[src/rtl/bcd_display_scanner_pkg.sv]
// Shared constants and FSM encoding for the multiplexed 7-segment scanner.
// Latency: n/a (declarations only); backpressure: n/a.
package bcd_display_scanner_pkg;

   localparam logic [0:6] SEG_BLANK = 7'b1111111;

   typedef enum logic {
      BLANK = 1'b0,
      SHOW  = 1'b1
   } state_t;

endpackage

[src/rtl/bcd_display_scanner_decode.sv]
// BCD nibble to active-low a..g segment pattern; codes A-F decode to blank.
// Latency: combinational; backpressure: none.
module bcd_display_scanner_decode
   import bcd_display_scanner_pkg::*;
(
   input  logic [3:0] bcd,
   output logic [0:6] seg
);

   always_comb begin
      seg = SEG_BLANK;
      case (bcd)
         4'd0: seg = 7'b0000001;
         4'd1: seg = 7'b1001111;
         4'd2: seg = 7'b0010010;
         4'd3: seg = 7'b0000110;
         4'd4: seg = 7'b1001100;
         4'd5: seg = 7'b0100100;
         4'd6: seg = 7'b0100000;
         4'd7: seg = 7'b0001111;
         4'd8: seg = 7'b0000000;
         4'd9: seg = 7'b0001100;
         default: seg = SEG_BLANK;
      endcase
   end

endmodule

[src/rtl/bcd_display_scanner.sv]
// Scans a double-buffered BCD value across common-anode digits with dead-time and LZ blanking.
// Latency: seg/an registered, a load shows from the next frame; backpressure: none, last load before the wrap wins.
module bcd_display_scanner
   import bcd_display_scanner_pkg::*;
#(
   parameter int NUM_DIGITS  = 4,
   parameter int REFRESH_DIV = 50000,
   parameter int BLANK_GAP   = 2,
   localparam int IW = (NUM_DIGITS > 1) ? $clog2(NUM_DIGITS) : 1
)(
   input  logic                    clk,
   input  logic                    rst,
   input  logic                    load,
   input  logic [4*NUM_DIGITS-1:0] value_in,
   input  logic                    lz_blank_en,
   output logic [0:6]              seg,
   output logic [NUM_DIGITS-1:0]   an,
   output logic [IW-1:0]           digit_idx,
   output logic                    pending,
   output logic                    frame_done
);

   localparam int              CW        = (REFRESH_DIV > 1) ? $clog2(REFRESH_DIV) : 1;
   localparam logic [CW-1:0]   GAP_LAST  = CW'(BLANK_GAP - 1);
   localparam logic [CW-1:0]   SLOT_LAST = CW'(REFRESH_DIV - 1);
   localparam logic [IW-1:0]   DIG_LAST  = IW'(NUM_DIGITS - 1);
   localparam logic [NUM_DIGITS-1:0] AN_OFF = '1;

   state_t                  state;
   logic [CW-1:0]           cnt;
   logic [4*NUM_DIGITS-1:0] shadow;
   logic [4*NUM_DIGITS-1:0] active;
   logic [3:0]              cur_nib;
   logic [0:6]              dec_seg;
   logic [0:6]              next_seg;
   logic [NUM_DIGITS-1:0]   lz_mask;
   logic                    zero_above;
   logic                    slot_end;
   logic                    wrap;

   assign slot_end = (state == SHOW) && (cnt == SLOT_LAST);
   assign wrap     = slot_end && (digit_idx == DIG_LAST);
   assign cur_nib  = active[4*int'(digit_idx) +: 4];

   bcd_display_scanner_decode u_decode (
      .bcd (cur_nib),
      .seg (dec_seg)
   );

   // A digit is a leading zero when it and every more significant digit are 0; digit 0 never is.
   always_comb begin
      lz_mask    = '0;
      zero_above = 1'b1;
      for (int k = NUM_DIGITS - 1; k > 0; k--) begin
         zero_above = zero_above && (active[4*k +: 4] == 4'd0);
         lz_mask[k] = zero_above;
      end
   end

   assign next_seg = (lz_blank_en && lz_mask[digit_idx]) ? SEG_BLANK : dec_seg;

   // One counter spans the whole slot: dead-time occupies the first BLANK_GAP counts.
   always_ff @(posedge clk or posedge rst) begin
      if (rst) begin
         state      <= BLANK;
         cnt        <= '0;
         digit_idx  <= '0;
         an         <= AN_OFF;
         seg        <= SEG_BLANK;
         frame_done <= 1'b0;
      end else begin
         frame_done <= wrap;
         cnt        <= slot_end ? '0 : cnt + 1'b1;
         case (state)
            BLANK: begin
               if (cnt == GAP_LAST) begin
                  state <= SHOW;
                  an    <= ~(NUM_DIGITS'(1) << digit_idx);
                  seg   <= next_seg;
               end
            end
            SHOW: begin
               if (slot_end) begin
                  state     <= BLANK;
                  an        <= AN_OFF;
                  seg       <= SEG_BLANK;
                  digit_idx <= wrap ? '0 : digit_idx + 1'b1;
               end
            end
            default: state <= BLANK;
         endcase
      end
   end

   // Active only changes on the wrap edge, so a frame never mixes old and new digits.
   always_ff @(posedge clk or posedge rst) begin
      if (rst) begin
         shadow  <= '0;
         active  <= '0;
         pending <= 1'b0;
      end else begin
         if (load)
            shadow <= value_in;
         if (wrap) begin
            if (load)
               active <= value_in;
            else if (pending)
               active <= shadow;
            pending <= 1'b0;
         end else if (load) begin
            pending <= 1'b1;
         end
      end
   end

endmodule

[config.mk]
export PLATFORM = sky130hd
export DESIGN_NAME = bcd_display_scanner
export DESIGN_NICKNAME = d
export VERILOG_FILES = /design/src/rtl/bcd_display_scanner_pkg.sv /design/src/rtl/bcd_display_scanner_decode.sv /design/src/rtl/bcd_display_scanner.sv
export SDC_FILE = /design/constraint.sdc
export NUM_CORES = 1
export LEC_CHECK = 0
export BUFFER_PORTS_ARGS = -buffer_cell sky130_fd_sc_hd__buf_2
export CAP_MARGIN = 20
export CORE_ASPECT_RATIO = 1.4
export CORE_MARGIN = 1.5
export CORE_UTILIZATION = 55
export CTS_BUF_LIST = sky130_fd_sc_hd__clkbuf_4 sky130_fd_sc_hd__clkbuf_8
export CTS_CLUSTER_DIAMETER = 40
export CTS_CLUSTER_SIZE = 14
export DETAILED_ROUTE_END_ITERATION = 16
export PLACE_DENSITY = 0.86
export SYNTH_ARGS = -nofsm -noshare
export SYNTH_HDL_FRONTEND = slang
export SYNTH_SLANG_ARGS = --single-unit
[constraint.sdc]
create_clock -name clk -period 4.97 [get_ports clk]
set_input_delay 0.2485 -clock clk [delete_from_list [all_inputs] [get_ports clk]]
set_output_delay 0.2485 -clock clk [all_outputs]
set_load 0.02 [all_outputs]
# Word-level counts from Yosys, hierarchy flattened
# Memories as Yosys holds them, arrays and structs flattened.
# Index checks and enable logic that the tools add are counted.
dict set report op_classes {
  n_lt_le_gt_ge 1
  n_shift 2
  eq_ne 5
  reduce_logical 13
  add_sub_neg 2
  mux 18
  bitwise 2
}
# cell count
set op_table {}
lappend op_table {{$mux W16} 3}
lappend op_table {{$mux W7} 3}
lappend op_table {{$add A16 B1 Y16 const B} 1}
lappend op_table {{$eq A16 B1 Y1 const B} 1}
lappend op_table {{$eq A16 B16 Y1 const B} 1}
lappend op_table {{$shiftx A16 B5 Y4} 1}
lappend op_table {{$pmux W7 S2} 1}
lappend op_table {{$logic_not A4 Y1} 3}
lappend op_table {{$mux W4} 2}
lappend op_table {{$pmux W4 S2} 1}
lappend op_table {{$reduce_and A2 Y1} 3}
lappend op_table {{$logic_and A1 B1 Y1} 5}
lappend op_table {{$mux W1} 5}
lappend op_table {{$not A4 Y4} 1}
lappend op_table {{$reduce_bool A2 Y1} 2}
lappend op_table {{$shl A1 B2 Y4 const A} 1}
lappend op_table {{$lt A2 B3 Y1 const B} 1}
lappend op_table {{$add A2 B1 Y2 const B} 1}
lappend op_table {{$bmux W1 S2} 1}
lappend op_table {{$eq A2 B2 Y1 const B} 1}
lappend op_table {{$mux W2} 1}
lappend op_table {{$ne A2 B1 Y1 const B} 1}
lappend op_table {{$ne A2 B2 Y1 const B} 1}
lappend op_table {{$pmux W1 S2} 1}
lappend op_table {{$not A1 Y1} 1}
dict set report totals {
  output_inout_bits 15
  reg_bits 64
  rom_bits 112
  n_memories 1
}
# name depth word_bits rd rd_clocked_by_memory_dff write_ports line
set mem_list {}
lappend mem_list {{(name not given)} 16 7 1 0 0 bcd_display_scanner_decode.sv:12} ;# case (bcd)

# Depth between registers and ports, before layout
dict set report logic_depth {
  word_depth 9
  ltp_mapped 9
  depth_no_buf 8
}

# By module
# Synthesis repeated with hierarchy kept, for this count alone.
dict set report unflattened {
  cells_unflattened 245
  hier_area_um2 3034.2
}
# mod seq_area_each_um2 area_each_um2 instances cells_each
set modules_own_cells {}
lappend modules_own_cells {bcd_display_scanner 1615.3 2792.7 1 211}
lappend modules_own_cells {bcd_display_scanner_decode 0.0 241.5 1 34}

# Least setup slack after synthesis
# Ideal clock, no wire load.
dict set report synth_path {
  path_type {register to register}
  start {register digit_idx[1]}
  end {register seg[3] (netlist name)}
  path_buffers 1
  setup_time_ps 94
  path_stages_with_launch 9
  arrival_time_ps 2278
  t_required_ps 4876
  setup_slack_ps 2598
  period_less_slack_ps 2372
  cell_sequence {dfrtp_1 > clkbuf_1 > mux4_2 > inv_1 > ha_1 > inv_1 > or3_1 > o211ai_1 > o211ai_1}
}
dict set report synth_via {
  elab_chain_len 6
  elab_cells_between_ends 8
}
# item line
set synth_rtl {}
lappend synth_rtl {{from (decl)} bcd_display_scanner.sv:18} ;# output logic [IW-1:0] digit_idx,
lappend synth_rtl {{from (signal assigned)} bcd_display_scanner.sv:87} ;# digit_idx <= wrap ? '0 : digit_idx + 1'b1;
lappend synth_rtl {{branches (longest 3 deep; another with $mem_v2 Z16 W7)} -}
lappend synth_rtl {{$mux W7 *} bcd_display_scanner.sv:60} ;# assign next_seg = (lz_blank_en && lz_mask[digit_idx]) ? SEG_BLANK : dec_seg;
lappend synth_rtl {{$mux W7 *} bcd_display_scanner.sv:76} ;# if (cnt == GAP_LAST) begin
lappend synth_rtl {{$pmux W7 S2 *} bcd_display_scanner.sv:74} ;# case (state)
lappend synth_rtl {{to (signal assigned)} bcd_display_scanner.sv:79} ;# seg <= next_seg;
lappend synth_rtl {{to (decl)} bcd_display_scanner.sv:16} ;# output logic [0:6] seg,
# Mark *: on every way between the ends. The select of a mux whose other input is x is not followed.
# A chain may end at the register's enable or synchronous reset.

# Final worst setup path
dict set report layout_path {
  start {register digit_idx[1]}
  end {register seg[1] (netlist name)}
}
# The elaborated chain is that of the path after synthesis.

==> summary.txt <==
Finish
  – Area delta synth->final: 13.6%
  – Final Core Density: between 60% and 70%
  – Commonest non-fill, non-tap cells in the layout: dfrtp_1 (53), buf_2 (34), nor2_1 (23), mux2_2 (23)
  – Share of cells above drive strength 1: a little over a third
  – Filler cells: about 400
  – Final #Nets: roughly 320
  – Inserted Diodes: 0
  – Commonest non-fill, non-tap cell in the layout: dfrtp_1

Synth
  – Synth warn: 0
  – Adder-cell share of the synthesized area: ~4.8%
  – Syn Inst Count: 256
  – Mux share of post-synthesis cell area: between 10% and 20%
  – Avg Cell Area, Syn: around 12 um2
  – Syn_nets: about 290
  – Synth unique cells: 38
  – Post-synthesis xor/xnor area fraction: between 3 and 4%
  – Dominant cell type by area after synthesis: dfrtp_1
  – Netlist Area Pre-Place: 3100 um2
  – Synth Register Bits: 64
  – Post-Synth Simple-Gate Area: 14.2%
  – Post-synthesis compound-gate area fraction: under 10%
  – Post-synth top area share: 42.8%
  – Sequential area share after synthesis: 52.1%
  – Largest family of logic cells by synthesized area: multiplexers
  – Synth top area cells: dfrtp_1 (43%), dfstp_2 (9.3%), mux2_2 (8.4%), ha_1 (4.8%), mux2_4 (4.8%)

Worst setup path
  – Setup crit start: digit_idx[1]
  – CP top delay family: compound AO/OA/AOI/OAI gates
  – Setup crit end kind: flop
  – Peak fanout along the critical path: 11
  – Slowest stage delay, CP: about 630 ps
  – WP data arrival: 2690 ps
  – Cell Chain, Critical Path: mux4_2 -> inv_1 -> ha_1 -> a2111oi_0 -> a21oi_1
  – Slowest stage cell, crit path: dfrtp_1
  – Crit start category: flop
  – Kind of critical path: reg2reg
  – Worst r2r src: digit_idx[1]
  – Worst Path Required: around 5200 ps
  – Worst Path Buf+Inv: 1

CTS
  – CTS tree: built
  – Worst-path clk slew: roughly 70 ps
  – Number of buffers created by CTS: 9
  – Postcts setup bufs: 0
  – Clk_lat worst skew: 340 ps
  – CTS Hold Buffers Added: 0
  – Clk sink count: 64
  – CTS resizes: 0
  – CTS Root Cell: clkbuf_8
  – # H-tree levels: 3
  – Clock buffer depth: 2

Power
  – Internal power: between 0.8 and 0.9 mW
  – Maximum VDD drop: between 0.1 and 0.15 mV
  – Power per cell area: roughly 290 nW/um2
  – Seq pwr share: 51.9%
  – Pleak: roughly 1.7 nW
  – Gate power share: approximately 3.8%
  – Clock power frac: 44.3%
  – Net switching power: ~0.22 mW
  – Sw Share: about a fifth

Timing
  – Setup Viol. Count Final: 0
  – RSZ-0062 raised after global routing: no
  – Highest clock rate: between 400 and 500 MHz
  – Slew margin rel.: 47.8%
  – Final hold violation count: 0
  – Setup TNS: 0 ps
  – Clk_skew: between 8 and 9 ps
  – Least-Margin Pin Slew: between 700 and 800 ps
  – Max-slew violations: 0
  – Min Tclk post-route: around 2400 ps
  – Final worst-path cycle share: about 50%

Hold path
  – Worst min path class: in2async

Floorplan
  – Row cnt: 32
  – Starting Density: a little under three fifths
  – Core area: 5490 um2
  – Die ar.: 6110 um2
  – IO Count: 35
  – Die width: between 60 and 70 um
  – Die Ht: 91.9 um

Routing
  – Vias per inst: between 5 and 6
  – Remaining DRCs: 0
  – 1st-iter DRT viols: approximately 150
  – DRT Pass-1 Iters: 4
  – Antenna viol nets, final: 0
  – Routed vias: slightly above 2000
  – Aggregate routed wire length: approximately 5.9 mm
  – Wire per inst: between 15 and 20 um

Run status
  – Status: completed

GRT
  – Largest net degree at the start of global routing: 65
  – GR Util All Layers: 22.9%
  – Congestion Overflow GR: 0
  – Antenna violations before repair: 0
  – Vias in the first global route: between 2000 and 2500
  – First-pass GRT wire length: 10.4 mm

Placement
  – # port buffers: 34
  – DP HPWL: roughly 4.2 mm
  – RePlAce Congestion: around 0.79

Flow run
  – Max-cap viol count: 0
[cells in the mapped netlist, drive strengths merged]
cell type / count
a21oi: 4
o21a: 3
dfrtp: 53
clkbuf: 5
xor2: 8
nor4: 6
nand3: 12
ha: 12
or2: 1
mux4: 4
mux2i: 3
nor3b: 1
nand3b: 4
and3: 5
inv: 12
xnor2: 6
a2111oi: 2
nand4: 2
nor3: 9
mux2: 33
nand2: 12
or4: 2
and2: 1
or3: 2
dfstp: 11
or4b: 1
buf: 5
o211ai: 3
o21ai: 8
nor2: 23
a2bb2oi: 3
[sequential cells by signal (all words and copies together), names as in the netlist]
register and count:
active 16, an 4, cnt 16, digit_idx 2
frame_done 1, pending 1, seg 7, shadow 16
state 1
[metrics by stage]
step	cells	worst slack, ps	power [mW]	hold WS, ps	area [um2]
2_1_floorplan	256	2600	0.572	414	3100
3_3_place_gp	349	2570	0.585	482	3320
3_5_place_dp	349	2580	0.588	484	3320
4_1_cts	365	2570	1.05	139	3520
5_1_grt	365	2320	1.08	153	3520
6_report	365	2540	1.04	111	3520
[path summary, 6_finish.rpt]
| kind | endpoint | slack [ps] | cells past startpoint |
|---|---|---|---|
| min reg2reg | cnt[13] | 500 | 1 |
| max | seg[1] | 2540 | 5 |
| min | shadow[12] | 110 | 3 |
| max in group asynchronous | cnt[6] | 4320 | 3 |
| max reg2reg | seg[1] | 2540 | 5 |
| min in group clk | shadow[4] | 150 | 2 |
[routing by layer]
metal	GRT usage (%)	share of wire [%]
met1	27.0	41
met2	38.6	53
met3	6.26	4.2
met4	9.52	1.7
met5	0	0
[power groups by stage]
stage / clock [mW] / combinational (mW) / sequential [mW]
after floorplan: 0 / 0.0263 / 0.545
after global placement: 0 / 0.0389 / 0.546
after detailed placement: 0 / 0.0407 / 0.547
after CTS: 0.467 / 0.0410 / 0.538
after global routing: 0.492 / 0.0452 / 0.539
final: 0.459 / 0.0396 / 0.538
[area by class of cell]
type / count / area [um2] / area share (%)
Sequential cell: 64 / 1620 / 45.9
Multi-Input combinational cell: 170 / 1390 / 39.5
Timing Repair Buffer: 35 / 178 / 5.04
Clock buffer: 13 / 166 / 4.72
Tap cell: 68 / 85.1 / 2.42
Inverter: 12 / 45.0 / 1.28
Clock inverter: 3 / 40.0 / 1.14
[cells by family after synthesis]
logic type | Yosys count
AND/OR/NAND/NOR | 81
flip-flops | 64
multiplexers | 40
AO/OA/AOI/OAI | 23
buffers and inverters | 22
XOR/XNOR | 14
adder cells (fa/ha/maj) | 12
[worst min-delay path, cell delays in order]
cell,delay (ps)
buf_2,100
inv_2,30
buf_4,580
No activity file was read; power rests on OpenSTA's default activity.
